## src/rtl/mem_arbiter_pkg.sv

```systemverilog
// mem_arbiter_pkg
// Shared types and defaults for the instruction/data memory arbiter.
//   arbState_t    : arbiter FSM states (IDLE, BUSY_IF, BUSY_DM)
//   grant_t       : one-cycle grant decision made in IDLE
//   DEF_*         : default STARVE_LIMIT / TIMEOUT values
//   busyStateFor  : maps a grant to the BUSY state that services it
package mem_arbiter_pkg;

  localparam int DEF_STARVE_LIMIT = 4;
  localparam int DEF_TIMEOUT      = 64;

  typedef enum logic [1:0] {
    IDLE    = 2'd0,
    BUSY_IF = 2'd1,
    BUSY_DM = 2'd2
  } arbState_t;

  typedef enum logic [1:0] {
    GNT_NONE = 2'd0,
    GNT_IF   = 2'd1,
    GNT_DM   = 2'd2
  } grant_t;

  function automatic arbState_t busyStateFor(input grant_t g);
    case (g)
      GNT_IF:  return BUSY_IF;
      GNT_DM:  return BUSY_DM;
      default: return IDLE;
    endcase
  endfunction

endpackage

```

## src/rtl/mem_arbiter_timer.sv

```systemverilog
// mem_arbiter_timer
// Watchdog for one memory access. Cleared when a grant is issued, counts
// every cycle the arbiter is busy, and flags expiry in the TIMEOUT-th busy
// cycle so the arbiter can abandon the access at that clock edge.
// Ports:
//   clk, rst : clock and asynchronous active-high reset
//   load     : grant issued this cycle, restart from zero
//   run      : arbiter is in a BUSY state
//   expire   : this is the TIMEOUT-th busy cycle without completion
module mem_arbiter_timer
  import mem_arbiter_pkg::*;
#(
  parameter int TIMEOUT = DEF_TIMEOUT
) (
  input  logic clk,
  input  logic rst,
  input  logic load,
  input  logic run,
  output logic expire
);

  localparam int CntW = (TIMEOUT > 1) ? $clog2(TIMEOUT) : 1;
  localparam logic [CntW-1:0] LastCnt = CntW'(TIMEOUT - 1);

  logic [CntW-1:0] cnt;

  always_ff @(posedge clk or posedge rst) begin
    if (rst) begin
      cnt <= '0;
    end else if (load) begin
      cnt <= '0;
    end else if (run && !expire) begin
      cnt <= cnt + 1'b1;
    end
  end

  assign expire = run && (cnt == LastCnt);

endmodule

```

## src/rtl/mem_arbiter.sv

```systemverilog
// mem_arbiter
// Shares one single-port, variable-latency memory between the instruction
// fetch port and the data port of the core, and produces the pipeline stall.
// Data accesses win ties, but after STARVE_LIMIT consecutive data grants
// against a waiting fetch, the fetch is served next.
// Optional build macro MEM_ARBITER_TIMEOUT_EN adds a per-access watchdog
// that abandons an access after TIMEOUT busy cycles and raises bus_err.
// Ports:
//   CLK, RST                     : clock, asynchronous active-high reset
//   if_req, if_addr              : fetch request / byte address
//   if_rdata, if_valid           : fetched word (registered) / served flag
//   dm_rd, dm_wr                 : data read / write request (both -> write)
//   dm_addr, dm_wdata            : data address / write data
//   dm_rdata, dm_valid           : load data (registered) / served flag
//   stall                        : combinational pipeline freeze
//   mem_req, mem_we              : registered memory request / write enable
//   mem_addr, mem_wdata          : registered memory address / write data
//   mem_rdata, mem_ack           : memory read data / single-cycle completion
//   bus_err                      : sticky timeout flag (0 without the macro)
module mem_arbiter
  import mem_arbiter_pkg::*;
#(
  parameter int N            = 32,
  parameter int STARVE_LIMIT = DEF_STARVE_LIMIT,
  parameter int TIMEOUT      = DEF_TIMEOUT
) (
  input  logic         CLK,
  input  logic         RST,
  input  logic         if_req,
  input  logic [N-1:0] if_addr,
  output logic [N-1:0] if_rdata,
  output logic         if_valid,
  input  logic         dm_rd,
  input  logic         dm_wr,
  input  logic [N-1:0] dm_addr,
  input  logic [N-1:0] dm_wdata,
  output logic [N-1:0] dm_rdata,
  output logic         dm_valid,
  output logic         stall,
  output logic         mem_req,
  output logic         mem_we,
  output logic [N-1:0] mem_addr,
  output logic [N-1:0] mem_wdata,
  input  logic [N-1:0] mem_rdata,
  input  logic         mem_ack,
  output logic         bus_err
);

  if (STARVE_LIMIT < 1 || TIMEOUT < 1) begin : gParamCheck
    $error("mem_arbiter: STARVE_LIMIT and TIMEOUT must both be at least 1");
  end

  localparam int CntW = $clog2(STARVE_LIMIT + 1);
  localparam logic [CntW-1:0] StarveMax = CntW'(STARVE_LIMIT);

  arbState_t       state, nextState;
  grant_t          grant;
  logic            accessEnd;
  logic            expired;
  logic            ifDone, dmDone;
  logic            dmPend, ifElig, dmElig;
  logic [CntW-1:0] starveCnt;

  // A port stays ineligible once served until the pipeline advances, so a
  // held request is never serviced twice.
  assign dmPend = dm_rd | dm_wr;
  assign ifElig = if_req & ~ifDone;
  assign dmElig = dmPend & ~dmDone;
  assign stall  = ifElig | dmElig;

  assign if_valid = ifDone;
  assign dm_valid = dmDone;

`ifdef MEM_ARBITER_TIMEOUT_EN
  logic busy;
  assign busy = (state != IDLE);

  mem_arbiter_timer #(
    .TIMEOUT(TIMEOUT)
  ) uTimer (
    .clk    (CLK),
    .rst    (RST),
    .load   (grant != GNT_NONE),
    .run    (busy),
    .expire (expired)
  );

  // A real ack in the expiry cycle still completes the access normally.
  always_ff @(posedge CLK or posedge RST) begin
    if (RST) begin
      bus_err <= 1'b0;
    end else if (busy && expired && !mem_ack) begin
      bus_err <= 1'b1;
    end
  end
`else
  assign expired = 1'b0;
  assign bus_err = 1'b0;
`endif

  always_ff @(posedge CLK or posedge RST) begin
    if (RST) begin
      state <= IDLE;
    end else begin
      state <= nextState;
    end
  end

  always_comb begin
    grant     = GNT_NONE;
    nextState = state;
    accessEnd = 1'b0;
    unique case (state)
      IDLE: begin
        if (ifElig && dmElig) begin
          grant = (starveCnt == StarveMax) ? GNT_IF : GNT_DM;
        end else if (dmElig) begin
          grant = GNT_DM;
        end else if (ifElig) begin
          grant = GNT_IF;
        end
        nextState = busyStateFor(grant);
      end
      BUSY_IF, BUSY_DM: begin
        if (mem_ack || expired) begin
          accessEnd = 1'b1;
          nextState = IDLE;
        end
      end
      default: nextState = IDLE;
    endcase
  end

  always_ff @(posedge CLK or posedge RST) begin
    if (RST) begin
      mem_req   <= 1'b0;
      mem_we    <= 1'b0;
      mem_addr  <= '0;
      mem_wdata <= '0;
      if_rdata  <= '0;
      dm_rdata  <= '0;
      ifDone    <= 1'b0;
      dmDone    <= 1'b0;
      starveCnt <= '0;
    end else begin
      // Pipeline advanced this cycle: served flags are consumed.
      if (!stall) begin
        ifDone <= 1'b0;
        dmDone <= 1'b0;
      end

      unique case (grant)
        GNT_IF: begin
          mem_req   <= 1'b1;
          mem_we    <= 1'b0;
          mem_addr  <= if_addr;
          mem_wdata <= '0;
        end
        GNT_DM: begin
          mem_req   <= 1'b1;
          mem_we    <= dm_wr;
          mem_addr  <= dm_addr;
          mem_wdata <= dm_wdata;
        end
        default: ;
      endcase

      // Only data grants that actually made a fetch wait count as starvation.
      if (grant == GNT_IF) begin
        starveCnt <= '0;
      end else if (grant == GNT_DM && ifElig && starveCnt != StarveMax) begin
        starveCnt <= starveCnt + 1'b1;
      end

      // An abandoned (timed-out) access returns zero read data.
      if (accessEnd) begin
        mem_req <= 1'b0;
        if (state == BUSY_IF) begin
          ifDone   <= 1'b1;
          if_rdata <= mem_ack ? mem_rdata : '0;
        end else begin
          dmDone <= 1'b1;
          if (!mem_we) begin
            dm_rdata <= mem_ack ? mem_rdata : '0;
          end
        end
      end
    end
  end

endmodule

```

## config.mk

```make
export PLATFORM = sky130hd
export DESIGN_NAME = mem_arbiter
export DESIGN_NICKNAME = d
export VERILOG_FILES = /design/src/rtl/mem_arbiter_pkg.sv /design/src/rtl/mem_arbiter_timer.sv /design/src/rtl/mem_arbiter.sv
export SDC_FILE = /design/constraint.sdc
export NUM_CORES = 1
export LEC_CHECK = 0
export CAP_MARGIN = 0
export CORE_MARGIN = 2
export CORE_UTILIZATION = 42
export DETAILED_ROUTE_END_ITERATION = 12
export PLACE_DENSITY = 0.81
export SLEW_MARGIN = 15
export SYNTH_ARGS = -nofsm -noshare
export SYNTH_HDL_FRONTEND = slang
export SYNTH_SLANG_ARGS = --single-unit
```

## constraint.sdc

```tcl
create_clock -name CLK -period 7.2 [get_ports CLK]
set_clock_uncertainty 0.1 [all_clocks]
set_input_delay 2.16 -clock CLK [delete_from_list [all_inputs] [get_ports CLK]]
set_output_delay 2.16 -clock CLK [all_outputs]
set_load 0.01 [all_outputs]
```

==> run summary, run 1 <==
For this design, the sink count on the clock tree is 137. In the routed design, unresolved DRC markers number 0. The global-route wire length before repair was 25200 um. The flow ran to the end, and the final reports show no timing, DRC or antenna violations. The routed design has 16100 um of wire. The remaining max-slew budget at the tightest pin came out at 0.301. In this run the count of I/O pins placed on the die edge is 268. At the pin with the least slew margin, the transition time is 1.05 ns.

In the routed layout, each cell is associated on average with a via count of 4.94. The area of all placed cells without fillers was 0.00921 mm^2. Setup repair after global routing left no endpoint under its margin.

Post-synthesis register bit count: 137. In this run the most critical hold path is launched from dm_rdata[30]. The smallest hold slack is 0.386 ns, and the floorplan die width is 122 um.

The instance area after placement was 0.00859 mm^2; the critical path data arrival time was 3.58 ns. The yosys synthesis warning count is 0, and the fraction of registers with async set or reset after synthesis is 1.00. After filler insertion, the fill cell instance count of the layout stands at 1011. For the sequential share of the synthesized area, the log shows 0.586. The root buffer cell is sky130_fd_sc_hd__clkbuf_16. Leaving out fill and tap cells, the most frequent cell in the layout is sky130_fd_sc_hd__clkdlybuf4s50_1. The tightest min-delay check is of the reg2reg type. After clock tree synthesis, the repair step resized 0 gates.

The final worst-path cycle share was 0.810; the number of setup buffers added after CTS was 0. Yosys mapped a number of flops with a built-in enable equal to 0. Clock-pin transition on the worst setup and hold timing paths: 0.06 ns. In this run the cell area of the synthesized design comes to 0.00585 mm^2. The total global-route track usage came out at 0.220. After technology mapping, the gate count stands at 542.

Summed over all cells, the static leakage comes to 4.09 nW. The post-synth net total is 683, and the full die area is 0.0149 mm^2. The logs give 29 for the number of unique standard cell types used by synthesis and 0 for the number of hold-slack violations in the final timing report. The count of pins over their slew limit is 0. The run gives 0 as the number of failing setup endpoints in the final timing report. The worst path in the final design needs a cycle of 5.84 ns, including I/O delays and setup. Dividing the detail-routed wire length by the instance count gives 16.3 um. For the number of global-route vias before repair, the log shows 5041.

The run gives 0.313 mV as the worst ir drop on vdd. The number of H-tree levels was 4; the top fanout value on the critical path was 6. From synthesis to final layout, the design area changed by 57.4%. Overall power consumption after layout is estimated at 3.95 mW. The final setup TNS is 0 ns, and the cts-stage hold buffer count is 0.

For the maximum number of pins on one net before global-route repair, the log shows 131. The count of buffers added on input and output ports is 266. Launching element of the worst setup path: if_req.

The tools report the number of DRC markers in iteration 0 as 307. Once routing completed, OpenROAD measured the worst setup slack at 1.36 ns. TritonCTS built the clock tree. Initial antenna violation count: 0. The kind of critical path is in2out. STA classifies the critical path startpoint as an input port. For the latest clock arrival within the worst-skew pair, the log shows 0.41 ns. The mean post-synth cell area was 10.8 um^2; the count of nets left with antenna violations after detail routing was 0. Timing analysis after detailed placement gives a worst setup slack of 1.39 ns. The maximum achievable frequency is 0.171 GHz, and the reported max-cap violation count is 0. The share of cells above drive strength 1 was 0.0931. The initial core utilization is 0.426. Leaving out fill and tap cells, the most frequent cells in the layout are sky130_fd_sc_hd__clkdlybuf4s50_1, sky130_fd_sc_hd__nand2_1, sky130_fd_sc_hd__dfrtp_1.

For this run, the leading register cell type out of synthesis is sky130_fd_sc_hd__dfrtp_1. The count of standard-cell rows was 43. The routed via count came out at 4874. In this run the power density over the cells is 429 mW/mm^2.

Summed over all nets, the half-perimeter wirelength after detailed placement is 11500 um. The startpoint identified for the worst register-to-register timing path is starveCnt[0]. The final layout contains 934 nets. Data on the critical path is required at its endpoint by 4.94 ns. The worst setup path is captured at a primary output. For this run, the detailed router's first-pass iteration total came to 5. Global placement routability congestion: 0.785. Counting along the longest clock path gives a buffer depth of 2. TritonCTS created 17 clock buffers. In this run the standard cell core region covers 0.0137 mm^2. The final global-route overflow total is 0.

In this run the vertical extent of the chip is 122 um. For the number of inserted diodes, the log shows 0.
==> final cells by class <==
cell class | count | area (um^2) | share of cell area
well taps | 180 | 225 | 0.0245
inverters | 11 | 46.3 | 0.00503
flip-flops and latches | 137 | 3430 | 0.372
repair buffers | 269 | 2690 | 0.292
multi-input cells | 357 | 2200 | 0.239
clock inverters | 15 | 198 | 0.0215
clock buffers | 17 | 425 | 0.0462
==> flip-flops by register name (all words and copies together) (netlist names) <==
| name | cells |
|---|---|
| if_valid | 1 |
| mem_wdata | 32 |
| starveCnt | 3 |
| mem_req | 1 |
| dm_rdata | 32 |
| state | 2 |
| mem_addr | 32 |
| dm_valid | 1 |
| mem_we | 1 |
| if_rdata | 32 |
==> worst paths after layout <==
check,slack (ns),depth (start not counted),to
hold / removal,0.39,2,dm_rdata[30]
min in group asynchronous,2.21,2,dm_rdata[24]
setup / recovery,1.36,5,stall
hold reg to reg,0.39,2,dm_rdata[30]
max in group asynchronous,3.73,3,mem_addr[19]
setup reg to reg,4.29,7,mem_addr[12]
==> worst max-delay path: stages <==
cell and delay [ns]:
sky130_fd_sc_hd__clkdlybuf4s50_1 0.44, sky130_fd_sc_hd__nor2b_2 0.26, sky130_fd_sc_hd__inv_1 0.08, sky130_fd_sc_hd__nand2_1 0.08, sky130_fd_sc_hd__clkdlybuf4s50_1 0.55
==> metal layers <==
metal,global-route usage,up-vias,wire length [um]
met5,0,-,0
met4,0.0905,0,308
met3,0.0763,23,1510
met2,0.375,223,8110
met1,0.254,2331,6180
li1,-,2297,-
==> cells in the mapped netlist, types with 2 or more instances <==
library cell / count / share of area
sky130_fd_sc_hd__nand2_1: 163 / 0.10
sky130_fd_sc_hd__nand2b_1: 2 / 0.0021
sky130_fd_sc_hd__nor2b_1: 3 / 0.0032
sky130_fd_sc_hd__mux2_1: 2 / 0.0038
sky130_fd_sc_hd__o21ai_0: 70 / 0.060
sky130_fd_sc_hd__buf_4: 6 / 0.0077
sky130_fd_sc_hd__nor2_1: 3 / 0.0019
sky130_fd_sc_hd__mux2_4: 29 / 0.074
sky130_fd_sc_hd__inv_1: 11 / 0.0071
sky130_fd_sc_hd__mux2_2: 4 / 0.0077
sky130_fd_sc_hd__dfrtp_1: 137 / 0.59
sky130_fd_sc_hd__o21ai_1: 28 / 0.024
sky130_fd_sc_hd__ha_1: 7 / 0.015
sky130_fd_sc_hd__buf_6: 3 / 0.0058
sky130_fd_sc_hd__buf_2: 13 / 0.011
sky130_fd_sc_hd__clkbuf_1: 15 / 0.0096
sky130_fd_sc_hd__a22o_1: 2 / 0.0030
sky130_fd_sc_hd__mux2i_1: 33 / 0.056
==> report_power, final <==
part           total [mW]  switching, mW  leakage [nW]  internal (mW)
Sequential           1.26          0.179          1.77           1.08
Combinational        1.78          0.854          2.02          0.922
Clock               0.914          0.334         0.300          0.580
==> through the flow <==
step / std cells / utilization
after floorplan: 542 / -
final: 986 / 0.671
after global routing: 986 / 0.671
after detailed placement: 954 / 0.626
after CTS: 986 / 0.671
after global placement: 954 / 0.626
==> cells by family (layout without fill, tap and decap cells) <==
kind of cell | count (synthesis) | after routing | share of synthesized area
other | 1 | 1 | 0.000641
DFF | 137 | 137 | 0.586
AOI/OAI and AO/OA | 104 | 104 | 0.0928
and+or+nand+nor | 177 | 177 | 0.122
adders and majority gates | 7 | 7 | 0.0150
muxes | 68 | 68 | 0.142
buffers and inverters | 48 | 312 | 0.0413
(Power assumes the default switching activity.)
==> run 2: changes to the inputs <==
CORE_UTILIZATION = 38   (was 42)
PLACE_DENSITY = 0.77   (was 0.81)
clock period = 4.85 ns   (was 7.2 ns; I/O delays follow)
==> run summary, run 2 (synthesis results as in run 1) <==
The run finished with clean final reports. The core area is 0.0151 mm^2. The total global-route track usage is 0.182.

The number of hold-slack violations in the final timing report was 0. The number of H-tree levels is 4. For the final routed database, the setup TNS stands at 0 ns.

The run gives 0 as the final global-route overflow total. Gates resized during post-CTS repair numbered 0. The kind of critical path is in2out.

For the pin with the worst max-slew slack, the measured transition is 0.757 ns. After the first detailed-routing iteration, the DRC count stood at 260. The final worst-path cycle share is 0.917, and the number of top-level pins is 268.

The worst-case IR drop observed on VDD is 0.336 mV. Of all nets on the critical path, the largest fanout is 4. The number of setup buffers added after CTS was 0. The tree is rooted in a sky130_fd_sc_hd__clkbuf_16. The remaining max-slew budget at the tightest pin came out at 0.495. For the worst-skew pair, the clock arrives at the later sink with an insertion delay of 0.41 ns. The count of nets left with antenna violations once routing finished came out at 0. The die covers 0.0164 mm^2. Clock tree synthesis found a total of 137 sinks.

Maximum achievable frequency: 0.225 GHz. TritonCTS built the clock tree. For this design the ratio of total power to cell area is 637 mW/mm^2.

Setup violations remaining at the end of the flow were counted as 0. During placement, the flow inserted port buffers numbering 266. After detailed routing, the number of vias per cell comes to 4.65.

The clock passes through at most 2 buffers. Measured along the x axis, the die boundary spans 128 um. Type of element launching the critical path: an input port.

The share of cells above drive strength 1 came out at 0.0939. The min-delay analysis places its worst path in the category reg2reg. 0 antenna diodes ended up in the layout. The routed design uses 965 um of met3 wire. The initial core utilization is 0.386, and the endpoint required time on the critical path is 3.29 ns. The signed area change from the synthesized netlist to the final layout came out at 59.3%. Summing internal, switching and leakage power gives 5.94 mW.

The average wire per standard cell was 14.7 um; the post-placement cell count was 965. The number of nets in the layout was 937. Count of pins over their slew limit: 0. Row generation in the floorplan step produced 45 rows.

The final cell count without fillers was 997. The highest layer touched by signal routing is met4. Leaving out fill and tap cells, the most frequent cell in the layout is sky130_fd_sc_hd__clkdlybuf4s50_1. Before CTS, the worst setup slack after placement is 0.416 ns. Hold repair after CTS inserted 0 buffers.

Setup repair after global routing left no endpoint under its margin. After detailed routing, the number of remaining DRC violations is 0. The detailed router put a total of 6200 um of wire on met1.

The time the final worst path needs with I/O delays and setup was 4.45 ns; the maximum number of pins on one net before global-route repair was 138. The post-layout utilization of the core is 0.615. The congestion estimate from routability-driven global placement came to 0.733. The routed layout has 4640 vias. The number of global-route vias before repair was 4554; the first-pass iteration count of the detailed router was 4.

The clock-pin transition on the worst setup and hold timing paths is 0.05 ns, and the initial antenna violation count is 0. Data on the critical path arrives at its endpoint at 2.89 ns. The worst path meets setup with 0.402 ns of slack.

The first global-routing pass estimated 23400 um of wire. The static leakage is 4.13 nW, and the wire length on met2 is 7160 um. STA classifies the critical path endpoint as a primary output. For the half-perimeter wire length after placement, the log shows 10300 um. Max-cap violations in this run came to 0. The die extent in y came out at 128 um. The total detailed-routing wirelength was 14600 um. Leaving out fill and tap cells, the most frequent cells in the layout are sky130_fd_sc_hd__clkdlybuf4s50_1, sky130_fd_sc_hd__nand2_1, sky130_fd_sc_hd__dfrtp_1.

Clock tree synthesis inserted a total of 17 buffers.
-- run 2: cell count changes in the layout (fill, tap and decap cells not counted), sizes merged --
cell | previous run | this run
clkinvlp | 3 | 2
inv | 14 | 10
bufinv | 4 | 5
clkbuf | 17 | 21
buf | 3 | 6
-- run 2: per-stage QoR --
step | hold WS [ns] | instance area [um^2]
2_1_floorplan | 0.378 | 5850
3_3_place_gp | 0.360 | 8650
3_5_place_dp | 0.369 | 8650
4_1_cts | 0.382 | 9310
5_1_grt | 0.396 | 9320
6_report | 0.378 | 9320
-- run 2: path summary, 6_finish.rpt --
check / start / to / slack [ns] / cells past startpoint
setup / recovery: dm_wr / stall / 0.40 / 4
hold / removal: dm_rdata[29] / dm_rdata[29] / 0.38 / 2
setup reg to reg: starveCnt[0] / mem_addr[17] / 2.27 / 8
hold reg to reg: dm_rdata[29] / dm_rdata[29] / 0.38 / 2
max in group asynchronous: RST / if_rdata[27] / 2.58 / 3
min in group asynchronous: RST / mem_wdata[17] / 1.49 / 3
-- run 2: per-layer routing --
layer / track usage / vias up
li1: - / 2306
met1: 0.223 / 2145
met2: 0.300 / 164
met3: 0.0547 / 25
met4: 0.0750 / 0
met5: 0 / -
-- run 2: worst max-delay path: stages --
cell and delay (ns):
sky130_fd_sc_hd__clkdlybuf4s50_1 0.44, sky130_fd_sc_hd__o21bai_1 0.39, sky130_fd_sc_hd__nand2_1 0.09, sky130_fd_sc_hd__clkdlybuf4s50_1 0.51
-- run 2: area by class of cell --
class,instances,area (um^2)
Inverter,11,45.0
Clock buffer,21,460
Timing Repair Buffer,272,2750
Clock inverter,11,194
Fill cell,1267,5830
Tap cell,188,235
Sequential cell,137,3430
Multi-Input combinational cell,357,2210
-- run 2: report_power, final --
| part | leakage, nW | internal, mW | switching, mW |
|---|---|---|---|
| Sequential | 1.77 | 1.60 | 0.242 |
| Clock | 0.317 | 0.941 | 0.479 |
| Combinational | 2.04 | 1.42 | 1.25 |
| Total | 4.13 | 3.96 | 1.98 |
